$ cat src/rtl/gmii_demux.sv
// rtl/gmii_demux.sv - GMII RX one-to-many frame demultiplexer with per-frame destination and statistics
module gmii_demux #(
    parameter int C_NUM_OUTPUTS = 6,
    parameter int C_SEL_WIDTH   = 8,
    parameter int C_CNT_WIDTH   = 32
) (
    input  logic                         gtx_clk,
    input  logic                         gtx_aresetn,
    input  logic [7:0]                   gmii_in_rxd,
    input  logic                         gmii_in_rx_dv,
    input  logic                         gmii_in_rx_er,
    input  logic [C_SEL_WIDTH-1:0]       select,
    input  logic                         counters_clear,
    output logic [8*C_NUM_OUTPUTS-1:0]   gmii_out_rxd,
    output logic [C_NUM_OUTPUTS-1:0]     gmii_out_rx_dv,
    output logic [C_NUM_OUTPUTS-1:0]     gmii_out_rx_er,
    output logic [C_SEL_WIDTH-1:0]       active_sel,
    output logic [C_CNT_WIDTH-1:0]       frame_cnt,
    output logic [C_CNT_WIDTH-1:0]       drop_cnt,
    output logic [C_CNT_WIDTH-1:0]       err_cnt
);

    typedef enum logic [1:0] {IDLE, FWD, DROP} state_t;

    localparam logic [C_SEL_WIDTH:0]   NUM_OUT = (C_SEL_WIDTH+1)'(C_NUM_OUTPUTS);
    localparam logic [C_CNT_WIDTH-1:0] CNT_MAX = '1;

    state_t                 state;
    logic [7:0]             rxd_r;
    logic                   dv_r;
    logic                   er_r;
    logic                   dv_prev;
    logic [C_SEL_WIDTH-1:0] sel_r;
    logic [C_SEL_WIDTH-1:0] cur;
    logic                   err_flag;

    logic                   sof;
    logic                   sel_ok;
    logic                   fwd_now;
    logic                   end_frame;
    logic                   err_now;
    logic [C_SEL_WIDTH-1:0] dest;

    assign sof       = dv_r & ~dv_prev;
    assign sel_ok    = {1'b0, sel_r} < NUM_OUT;
    assign dest      = (state == IDLE) ? sel_r : cur;
    assign fwd_now   = dv_r & (((state == IDLE) & sof & sel_ok) | (state == FWD));
    assign end_frame = ~dv_r & (state != IDLE);
    assign err_now   = dv_r & er_r & (((state == IDLE) & sof) | (state != IDLE));

    // dv_r/dv_prev come out of reset high so a frame already running at release
    // never looks like a start of frame; the FSM waits for rx_dv to drop first.
    always_ff @(posedge gtx_clk or negedge gtx_aresetn) begin
        if (!gtx_aresetn) begin
            rxd_r   <= '0;
            dv_r    <= 1'b1;
            er_r    <= 1'b0;
            sel_r   <= '0;
            dv_prev <= 1'b1;
        end else begin
            rxd_r   <= gmii_in_rxd;
            dv_r    <= gmii_in_rx_dv;
            er_r    <= gmii_in_rx_er;
            sel_r   <= select;
            dv_prev <= dv_r;
        end
    end

    always_ff @(posedge gtx_clk or negedge gtx_aresetn) begin
        if (!gtx_aresetn) begin
            state          <= IDLE;
            cur            <= '0;
            active_sel     <= '0;
            err_flag       <= 1'b0;
            gmii_out_rxd   <= '0;
            gmii_out_rx_dv <= '0;
            gmii_out_rx_er <= '0;
            frame_cnt      <= '0;
            drop_cnt       <= '0;
            err_cnt        <= '0;
        end else begin
            case (state)
                IDLE: begin
                    if (sof) begin
                        if (sel_ok) begin
                            state      <= FWD;
                            cur        <= sel_r;
                            active_sel <= sel_r;
                        end else begin
                            state <= DROP;
                        end
                    end
                end
                FWD:     if (!dv_r) state <= IDLE;
                DROP:    if (!dv_r) state <= IDLE;
                default: state <= IDLE;
            endcase

            for (int k = 0; k < C_NUM_OUTPUTS; k++) begin
                if (fwd_now && dest == C_SEL_WIDTH'(k)) begin
                    gmii_out_rxd[8*k +: 8] <= rxd_r;
                    gmii_out_rx_dv[k]      <= 1'b1;
                    gmii_out_rx_er[k]      <= er_r;
                end else begin
                    gmii_out_rxd[8*k +: 8] <= 8'h00;
                    gmii_out_rx_dv[k]      <= 1'b0;
                    gmii_out_rx_er[k]      <= 1'b0;
                end
            end

            err_flag <= end_frame ? 1'b0 : (err_flag | err_now);

            if (counters_clear) begin
                frame_cnt <= '0;
                drop_cnt  <= '0;
                err_cnt   <= '0;
            end else begin
                if (end_frame && state == FWD && frame_cnt != CNT_MAX)
                    frame_cnt <= frame_cnt + 1'b1;
                if (end_frame && state == DROP && drop_cnt != CNT_MAX)
                    drop_cnt <= drop_cnt + 1'b1;
                if (end_frame && err_flag && err_cnt != CNT_MAX)
                    err_cnt <= err_cnt + 1'b1;
            end
        end
    end

endmodule

$ cat config.mk
export PLATFORM = sky130hd
export DESIGN_NAME = gmii_demux
export DESIGN_NICKNAME = d
export VERILOG_FILES = /design/src/rtl/gmii_demux.sv
export SDC_FILE = /design/constraint.sdc
export NUM_CORES = 1
export LEC_CHECK = 0
export ABC_AREA = 1
export CORE_MARGIN = 5
export CORE_UTILIZATION = 52
export CTS_CLUSTER_SIZE = 25
export DETAILED_ROUTE_END_ITERATION = 7
export GPL_TIMING_DRIVEN = 0
export PLACE_DENSITY_LB_ADDON = 0.25
export SETUP_SLACK_MARGIN = 0.4
export SLEW_MARGIN = 40
export SYNTH_ARGS = -nofsm -noshare
export SYNTH_HDL_FRONTEND = slang
export SYNTH_SLANG_ARGS = --single-unit
$ cat constraint.sdc
create_clock -name gtx_clk -period 2.13 [get_ports gtx_clk]
set_clock_uncertainty 0.05 [all_clocks]
set_input_delay 0.213 -clock gtx_clk [delete_from_list [all_inputs] [get_ports gtx_clk]]
set_output_delay 0.213 -clock gtx_clk [all_outputs]
set_load 0.03 [all_outputs]
**Word level (Yosys, flattened, before mapping)**

Index checks and enable logic that the tools add are counted.

- Register bits after elaboration: 186
- Bits of input ports: 21
- Output and inout bits: 164
- Logic and storage cells: 93

- Add/sub/neg operators: 3
- Magnitude comparators: 1
- Equal/unequal tests: 12
- Muxes and demuxes: 30
- Bitwise operators: 12
- Reduce and logical (&&, ||, !) cells: 21

Operator list:

| kind | number |
|---|---|
| $mux W32 | 6 |
| $add A32 B1 Y32 const B | 3 |
| $ne A32 B32 Y1 const B | 3 |
| $mux W8 | 7 |
| $eq A8 B2 Y1 const B | 2 |
| $eq A8 B3 Y1 const B | 2 |
| $mux W1 | 13 |
| $logic_and A1 B1 Y1 | 12 |
| $eq A8 B1 Y1 const B | 1 |
| $logic_not A8 Y1 | 1 |
| $lt A8 B3 Y1 const B | 1 |
| $reduce_bool A2 Y1 | 4 |
| $and A1 B1 Y1 | 7 |
| $mux W2 | 3 |
| $ne A2 B2 Y1 const B | 2 |
| $pmux W2 S2 | 1 |
| $or A1 B1 Y1 | 3 |
| $reduce_and A3 Y1 | 1 |
| $eq A2 B1 Y1 const B | 1 |
| $eq A2 B2 Y1 const B | 1 |
| $logic_not A2 Y1 | 1 |
| $not A1 Y1 | 2 |
| $reduce_and A2 Y1 | 1 |
| $reduce_or A2 Y1 | 1 |

**Longest topological paths before layout**

Gate-level depths: netlist of run 1.

- Depth in word-level cells: 8
- Gate-level depth with buffers: 12
- Gate-level depth less buffers: 11

**Worst setup path before layout of run 1**

No wires, ideal clock.

- Path kind: register to register
- Start point: register drop_cnt[1]
- End point: register drop_cnt[19]
- Library setup time: 0.066 ns
- Arrival time: 1.837 ns
- Required time: 2.014 ns
- Setup slack: 0.177 ns
- Stages on the path, launching flop included: 13
- Buffers on the path: 1
- Clock period less this slack: 1.953 ns
- Cells stage by stage: dfrtp_1 > ha_1 > nand2_1 > nor2_4 > nand2_1 > nor2_4 > nand2_4 > nand2_4 > nand2_4 > clkinv_2 > buf_6 > nand2_1 > nand2_1

- Word-level cells in the longest chain between the ends: 3
- Elaborated cells on any way between the ends: 6
- Classes of those cells: 1 x add/sub; 1 x eq/ne; 2 x mux; 2 x reduce/logical

RTL lines:

| what | line | RTL |
|---|---|---|
| start, declared | 19 | `output logic [C_CNT_WIDTH-1:0] drop_cnt,` |
| start signal, assigned | 121 | `drop_cnt <= drop_cnt + 1'b1;` |
| $add A32 B1 Y32 / $ne A32 B32 Y1 (equally long branches) | 121, 120 |  |
| $mux W32 / $logic_and A1 B1 Y1 (equally long branches) | 120 | `if (end_frame && state == DROP && drop_cnt != CNT_MAX)` |
| $mux W32 / $reduce_bool A2 Y1 (equally long branches) | n/a |  |

Several ways; a longest one is shown, not always the timed one. The select of a mux whose other input is x is not followed.
A chain may end at the register's enable or synchronous reset.

**Final worst setup path of run 1**

- Start point: register state[0]
- End point: register gmii_out_rxd[5]

- Word-level cells in the longest chain between the ends: 7
- Elaborated cells on any way between the ends: 10
- Classes of those cells: 1 x eq/ne; 2 x mux; 4 x bitwise; 3 x reduce/logical

RTL lines:

| what | line | RTL |
|---|---|---|
| start, declared | 28 | `state_t state;` |
| start signal, assigned | 71 | `state <= IDLE;` |
| start signal, assigned | 86 | `state <= FWD;` |
| start signal, assigned | 90 | `state <= DROP;` |
| $logic_not A2 Y1 | 46, 47 |  |
| $and A1 B1 Y1 (2 in series) | 47 | `assign fwd_now = dv_r & (((state == IDLE) & sof & sel_ok) \| (state == FWD));` |
| $or A1 B1 Y1 | 47 |  |
| $and A1 B1 Y1 | 47 |  |
| $logic_and A1 B1 Y1 * | 100 | `if (fwd_now && dest == C_SEL_WIDTH'(k)) begin` |
| $mux W8 * | 100 |  |
| end signal, assigned by index | 101 | `gmii_out_rxd[8*k +: 8] <= rxd_r;` |
| end, declared | 14 | `output logic [8*C_NUM_OUTPUTS-1:0] gmii_out_rxd,` |

Mark *: on every way between the ends. The rest lies on a longest branch, timed or not.

==> results of run 1 <==
## where the power goes
| group | internal [uW] | leakage, uW | switching [uW] |
|---|---|---|---|
| sequential | 3590 | 0.00244 | 68.3 |
| combinational | 757 | 0.00503 | 1280 |
| clock | 1680 | 0.000315 | 1810 |
| total | 6030 | 0.00778 | 3160 |
## how the worst max path moves through the flow
stage                     cells after the start          endpoint  slack, ns         from
after detailed placement                      8       err_cnt[13]      -0.17     state[0]
after global placement                        1     frame_cnt[18]      -7.65  gtx_aresetn
after global routing                         10  gmii_out_rxd[16]       0.16     state[0]
after CTS                                    13       drop_cnt[4]       0.34  drop_cnt[0]
final                                        10   gmii_out_rxd[5]       0.21     state[0]
after floorplan                              11       err_cnt[12]       0.36   err_cnt[1]
## stage by stage
| stage | total power, uW | setup slack, ns |
|---|---|---|
| floorplan | 4240 | 0.365 |
| global placement | 4570 | -7.65 |
| detailed placement | 4610 | -0.166 |
| CTS | 8510 | 0.336 |
| global route | 9420 | 0.163 |
| finish | 9180 | 0.209 |
## area by class of cell
cell class                      instances  area [sq um]  share of cell area, %
Inverter                              119           504                   3.42
Tap cell                              229           287                   1.95
Sequential cell                       186          4740                   32.2
Clock buffer                           17           425                   2.89
Buffer                                 26           310                   2.11
Clock inverter                         15           231                   1.57
Multi-Input combinational cell        922          5370                   36.4
Timing Repair Buffer                  297          2860                   19.4
## critical path: stages (launching register included)
cell	delay, ns
dfrtp_1	0.42
inv_2	0.11
ha_4	0.20
inv_6	0.06
nor2_4	0.10
nand2_2	0.06
o21ai_2	0.15
nand3b_1	0.17
buf_6	0.20
buf_12	0.16
nor3_4	0.14
## registers in the layout (all words and copies together) (netlist names)
signal	cells
dv_prev	1
gmii_out_rx_er	6
dv_r	1
drop_cnt	32
cur	8
er_r	1
frame_cnt	32
err_cnt	32
err_flag	1
gmii_out_rx_dv	6
rxd_r	8
sel_r	8
state	2
gmii_out_rxd	48
## routing by layer
metal | GRT usage (%) | vias up
met5 | 0 | -
met3 | 6.12 | 165
li1 | - | 4587
met2 | 49.8 | 666
met4 | 10.6 | 0
met1 | 35.5 | 5071
## cell usage after synthesis, types with 2 or more instances
cell / n / area share [%]
o21bai_1: 3 / 0.24
nand3_1: 82 / 4.4
buf_4: 2 / 0.16
buf_1: 6 / 0.24
buf_2: 6 / 0.32
buf_6: 5 / 0.60
o21ai_0: 20 / 1.1
xor2_1: 19 / 1.8
nor2_1: 216 / 8.6
ha_1: 6 / 0.80
or2_2: 6 / 0.40
nor3_1: 45 / 2.4
nand2_2: 4 / 0.27
nand2_4: 6 / 0.72
nor2_4: 6 / 0.72
inv_2: 5 / 0.20
xnor2_1: 11 / 1.0
dfstp_2: 2 / 0.56
dfrtp_1: 184 / 49
nand3b_1: 3 / 0.24
nand2_1: 424 / 17
clkinv_2: 2 / 0.11
nand4_1: 38 / 2.5
a21oi_1: 6 / 0.32
nor2_2: 9 / 0.60
and2_1: 2 / 0.13
o22ai_1: 2 / 0.13
clkbuf_1: 7 / 0.28
inv_1: 112 / 4.5
o21ai_1: 6 / 0.32
## placed cells by master (no fill, tap or decap), types with 8 or more instances in the layout
cell type        synthesis  routed
clkdlybuf4s50_1          0      21
nor2_2                   9      33
inv_1                  112     104
buf_8                    0      11
buf_6                    5      19
nor3_2                   0      22
dlygate4sd2_1            0     138
nand3_1                 82      66
dlymetal6s2s_1           0      23
xor2_1                  19      18
nand2_4                  6      31
o21ai_2                  0       9
nand2_2                  4      55
clkbuf_16                0      23
o21ai_0                 20      12
dfrtp_2                  0      67
buf_12                   0       9
nor2_1                 216     167
nor3_4                   0      15
nor2_4                   6      31
nor3_1                  45       8
nand4_1                 38      38
nand2_1                424     344
buf_4                    2      83
xnor2_1                 11      11
dfrtp_1                184     117
nand3_2                  0      11
## timing repair
| action | in CTS | in global routing |
|---|---|---|
| hold buffers | 1 | 0 |
| cloned | 6 | 7 |
| endpoints found under the hold margin | 55 | 0 |
| buffers inserted | 38 | 62 |
| pin swaps | 20 | 52 |
| resized for setup | 276 | 296 |
| setup endpoints to repair | 291 | 177 |
## logic make-up (layout without fill, tap and decap cells)
logic type | Yosys count | count (layout) | synth area share [%]
compound gates | 40 | 40 | 2.35
xor+xnor | 30 | 30 | 2.79
fa+ha+maj | 6 | 6 | 0.797
buf+inv | 145 | 474 | 6.37
flops | 186 | 186 | 49.5
simple gates | 844 | 846 | 38.2
==> results.toml, run 1 <==
[drt]
drt_pass1_iterations = 8
first_iter_violations = 1132
top_layer = "met4"
routed-wl-met3_mm = 3.17
routed_via_density = 5.79
via_count = 10500
ant_nets = 0
totalWireLength_mm = 35.9
wire_per_inst_um = 19.8
drc = 0
wl_met1_mm = 12.8
met2_length_mm = 18.1

[power_and_ir_drop]
max-vdd-ir-drop_v = 0.000702
p_per_area_nw_per_um2 = 623
p_leak_uw = 0.00778

[floorplan]
num_rows = 49
start_util_pct = 52.6
fp.dieArea_sq_um = 20900
die_w_um = 145
dieHeight_um = 145
coreArea_sq_um = 17900
num_io_pins = 185

[setup_path]
r2r-start = "state[0]"
r2r_cells = 10
setup.worst_path.class = "flop to flop"
timing.rr.end = "gmii_out_rxd[5]"
start_kind = "flop"
end_kind = "flop"
cp_data_arrival_time_ns = 2.23
crit_fanout = 6
worstPathRequired_ns = 2.44
r2r_setup_slack_ns = 0.21

[global_routing]
grt_antenna_before_repair = 0
grt_pass1_wl_mm = 47.1
grt_pass1_vias = 9276
grt.total_usage_pct = 28.8
gr-total-overflow = 0
grt_max_degree = 73

[logic_synthesis]
syn-cell-area_sq_um = 9410
synthFlopType = "dfrtp_1"
ys_async_sr_fraction_pct = 100
synth_edf_count = 0
yosys_warnings = 0
synth_fp_nets = 1278
syn_avg_cell_area_sq_um = 7.53
synth_cells = 1251
ys_seq_elements = 186
synth.distinct_cells = 36
ys_seq_area_share_pct = 49.5

[sta]
worst_slew_pin_slew_ns = 0.797
fin_crit_sh_pct = 90.2
whs_ns = 0.124
fmax_mhz = 521
finalSetupViolations = 0
rsz0062_at_grt = "true"
hold_viol_final = 0
fin_tns_setup_ns = 0
drv_slew = 0
max-slew-margin-rel_pct = 46.9
fin_crit_ns = 1.92

[cells_and_area]
antenna_cells = 0
fin_util_pct = 82.3
stdcell_count = 1811
final_cell_area_sq_um = 14700
nFillCells = 1049
fin_nets = 1596
drive_above_1_share_pct = 30.9
synthToLayoutAreaGrowth_pct = 56.4

[placement]
post_dp_cell_area_sq_um = 11700
hpwlAfterDp_mm = 19.8
portBuffers = 183
dp.cells = 1665
gp_congestion = 0.938

[clocking]
cts_buffers = 17
path_clk_slew_ns = 0.09
clock-sinks = 186
cts_tree = "yes"
root_buffer = "clkbuf_16"
clockBufferDepth = 2
cts_max_level = 4
insertion_delay_ns = 0.44

[worst_hold_path]
min_from = "gmii_in_rx_dv"
min_path_type = "input port to flop"
worstHoldEndpoint = "dv_r"
hold_depth = 1

[outcome]
status = "completed"

[run]
cap_violations = 0
No activity file was read; power rests on OpenSTA's default activity.
==> run 2: changes to the inputs <==
CELL_PAD_IN_SITES_DETAIL_PLACEMENT = 2   (was not set)
CELL_PAD_IN_SITES_GLOBAL_PLACEMENT = 2   (was not set)
CORE_UTILIZATION = 29   (was 52)
PLACE_DENSITY_LB_ADDON = 0.05   (was 0.25)
==> run 2 against run 1 <==
  * The flow now finishes with violations (setup timing)
  * Cell count increased by 13%
  * Non-clock buffer count increased by 14
  * Design area grew 6.7%
  * Flip-flop and latch count did not move
  * Global-route usage fell by 9.0 points
==> results.toml, run 2 (synthesis gave the netlist of run 1 again) <==
[outcome]
status = "complete, but fails checks"
violations = "setup timing"

[sta]
fmax_mhz = 469
fin_crit_sh_pct = 100
drv_slew = 0
fin_crit_ns = 2.13
max-slew-margin-rel_pct = 54.9
hold_viol_final = 0
whs_ns = 0.0875
worst_slew_pin_slew_ns = 0.676
layout_setup_ws_ns = -0.00145
finalSetupViolations = 2
rsz0062_at_grt = "true"

[global_routing]
grt_max_degree = 67
grt_antenna_before_repair = 0
grt_pass1_wl_mm = 56.2
gr-total-overflow = 0
grt.total_usage_pct = 19.8
grt_pass1_vias = 10000

[run]
cap_violations = 0

[setup_path]
worstPathRequired_ns = 2.46
crit_fanout = 5
crit_chain = "inv_2, ha_4, buf_8, nand4_1, o21ai_4, buf_6, nand3_4, clkbuf_16, nor3_4"
slowest_stage = "dfrtp_1"
cp_data_arrival_time_ns = 2.46
slowest_delay_ns = 0.42
start_kind = "flop"
end_kind = "flop"
setup.worst_path.class = "flop to flop"

[cells_and_area]
antenna_cells = 0
fin_nets = 1610
largest_register = "gmii_out_rxd"
final_cell_area_sq_um = 15700
nFillCells = 3388
final_common_cell = "nand2_1"
largest_register_ffs = 48
final_cell_mix = "nand2_1, nor2_1, dfrtp_1, inv_1, dlymetal6s2s_1"
synthToLayoutAreaGrowth_pct = 66.9
drive_above_1_share_pct = 33.1

[drt]
totalWireLength_mm = 45.4
routed_via_density = 4.90
drt_pass1_iterations = 4
via_count = 9986
drc = 0
ant_nets = 0
first_iter_violations = 277
wire_per_inst_um = 22.3

[floorplan]
num_io_pins = 185
die_w_um = 190
fp.dieArea_sq_um = 36200
coreArea_sq_um = 32300
num_rows = 66
dieHeight_um = 190
start_util_pct = 29.2

[power_and_ir_drop]
power_uw = 9600
p_leak_uw = 0.00871
p_per_area_nw_per_um2 = 611
max-vdd-ir-drop_v = 0.00100

[worst_hold_path]
min_path_type = "input port to flop"

[clocking]
path_clk_slew_ns = 0.10
cts_buffers = 17
cts_max_level = 4
root_buffer = "clkbuf_16"
clockBufferDepth = 2
insertion_delay_ns = 0.48
clock-sinks = 186
cts_tree = "yes"

[placement]
gp_congestion = 0.772
post_dp_cell_area_sq_um = 12000
portBuffers = 183
hpwlAfterDp_mm = 26.6
## run 2: cell types whose count changed in the layout (fill, tap and decap cells not counted), moves of 6 or more
cell / before / now
buf_4: 83 / 77
clkdlybuf4s50_1: 21 / 81
clkbuf_16: 23 / 29
nand2_2: 55 / 68
dlygate4sd2_1: 138 / 2
dlymetal6s2s_1: 23 / 99
nand2_1: 344 / 325
buf_6: 19 / 32
## run 2: worst max-delay path: cells and delay by family, from the launching register on
family	cells	cell delay [ns]
AO/OA/AOI/OAI	1	0.18
adder cells (fa/ha/maj)	1	0.22
buffers and inverters	4	0.65
flip-flops	1	0.42
AND/OR/NAND/NOR	3	0.50
## run 2: cell type report
type	count	area [sq um]	share of cell area, %
plain buffers	26	327	2.08
well taps	442	553	3.52
clock inverters	15	184	1.17
repair buffers	311	3490	22.2
inverters	119	514	3.27
flip-flops and latches	186	4750	30.2
multi-input cells	922	5480	34.9
clock buffers	17	425	2.71
## run 2: worst paths after layout
check | start | endpoint | slack (ns) | cells past startpoint
max | state[0] | gmii_out_rxd[3] | -0.001 | 9
min | gmii_in_rx_dv | dv_r | 0.09 | 1
max reg2reg | state[0] | gmii_out_rxd[3] | -0.001 | 9
min reg2reg | dv_r | dv_prev | 0.34 | 0
max in group asynchronous | gtx_aresetn | gmii_out_rx_dv[2] | 0.91 | 4
min in group asynchronous | gtx_aresetn | err_cnt[14] | 0.16 | 2
## run 2: timing repair
item,CTS,global route
cloned,0,17
endpoints found under the setup margin,320,322
setup buffers,14,95
resized for setup,60,521
endpoints found under the hold margin,118,0
hold buffers,1,0
pin swaps,1,88
## run 2: power by group
| part | total (uW) | switching (uW) | internal (uW) |
|---|---|---|---|
| Sequential | 3660 | 72.3 | 3590 |
| Combinational | 2480 | 1460 | 1020 |
| Clock | 3460 | 1780 | 1690 |
## run 2: layer usage
metal  vias to the layer above  wire length, um  part of all wire (%)  GRT usage [%]
met1                      5179            18900                    42           25.2
met4                         0              648                   1.4           4.31
met3                        38             1410                   3.1           4.11
met5                         -                0                     0              0
li1                       4608                -                     -              -
met2                       161            24400                    54           34.8
## run 2: per-stage QoR
| stage | setup WS, ns | cells | util [%] | TNS (ns) |
|---|---|---|---|---|
| 2_1_floorplan | 0.365 | 1251 | - | 0 |
| 3_3_place_gp | -8.64 | 1876 | 37.0 | -1486.55 |
| 3_5_place_dp | -0.514 | 1879 | 37.3 | -16.72 |
| 4_1_cts | 0.114 | 1926 | 40.1 | 0 |
| 5_1_grt | -0.0835 | 2038 | 48.7 | -0.350 |
| 6_report | -0.00145 | 2038 | 48.7 | -0.00260 |
==> run 3: changes to the inputs <==
GPL_ROUTABILITY_DRIVEN = 1   (was not set)
SKIP_LAST_GASP = 1   (was not set)
==> results of run 3 <==
Final layout, timing and power as in run 2 (identical DEF).
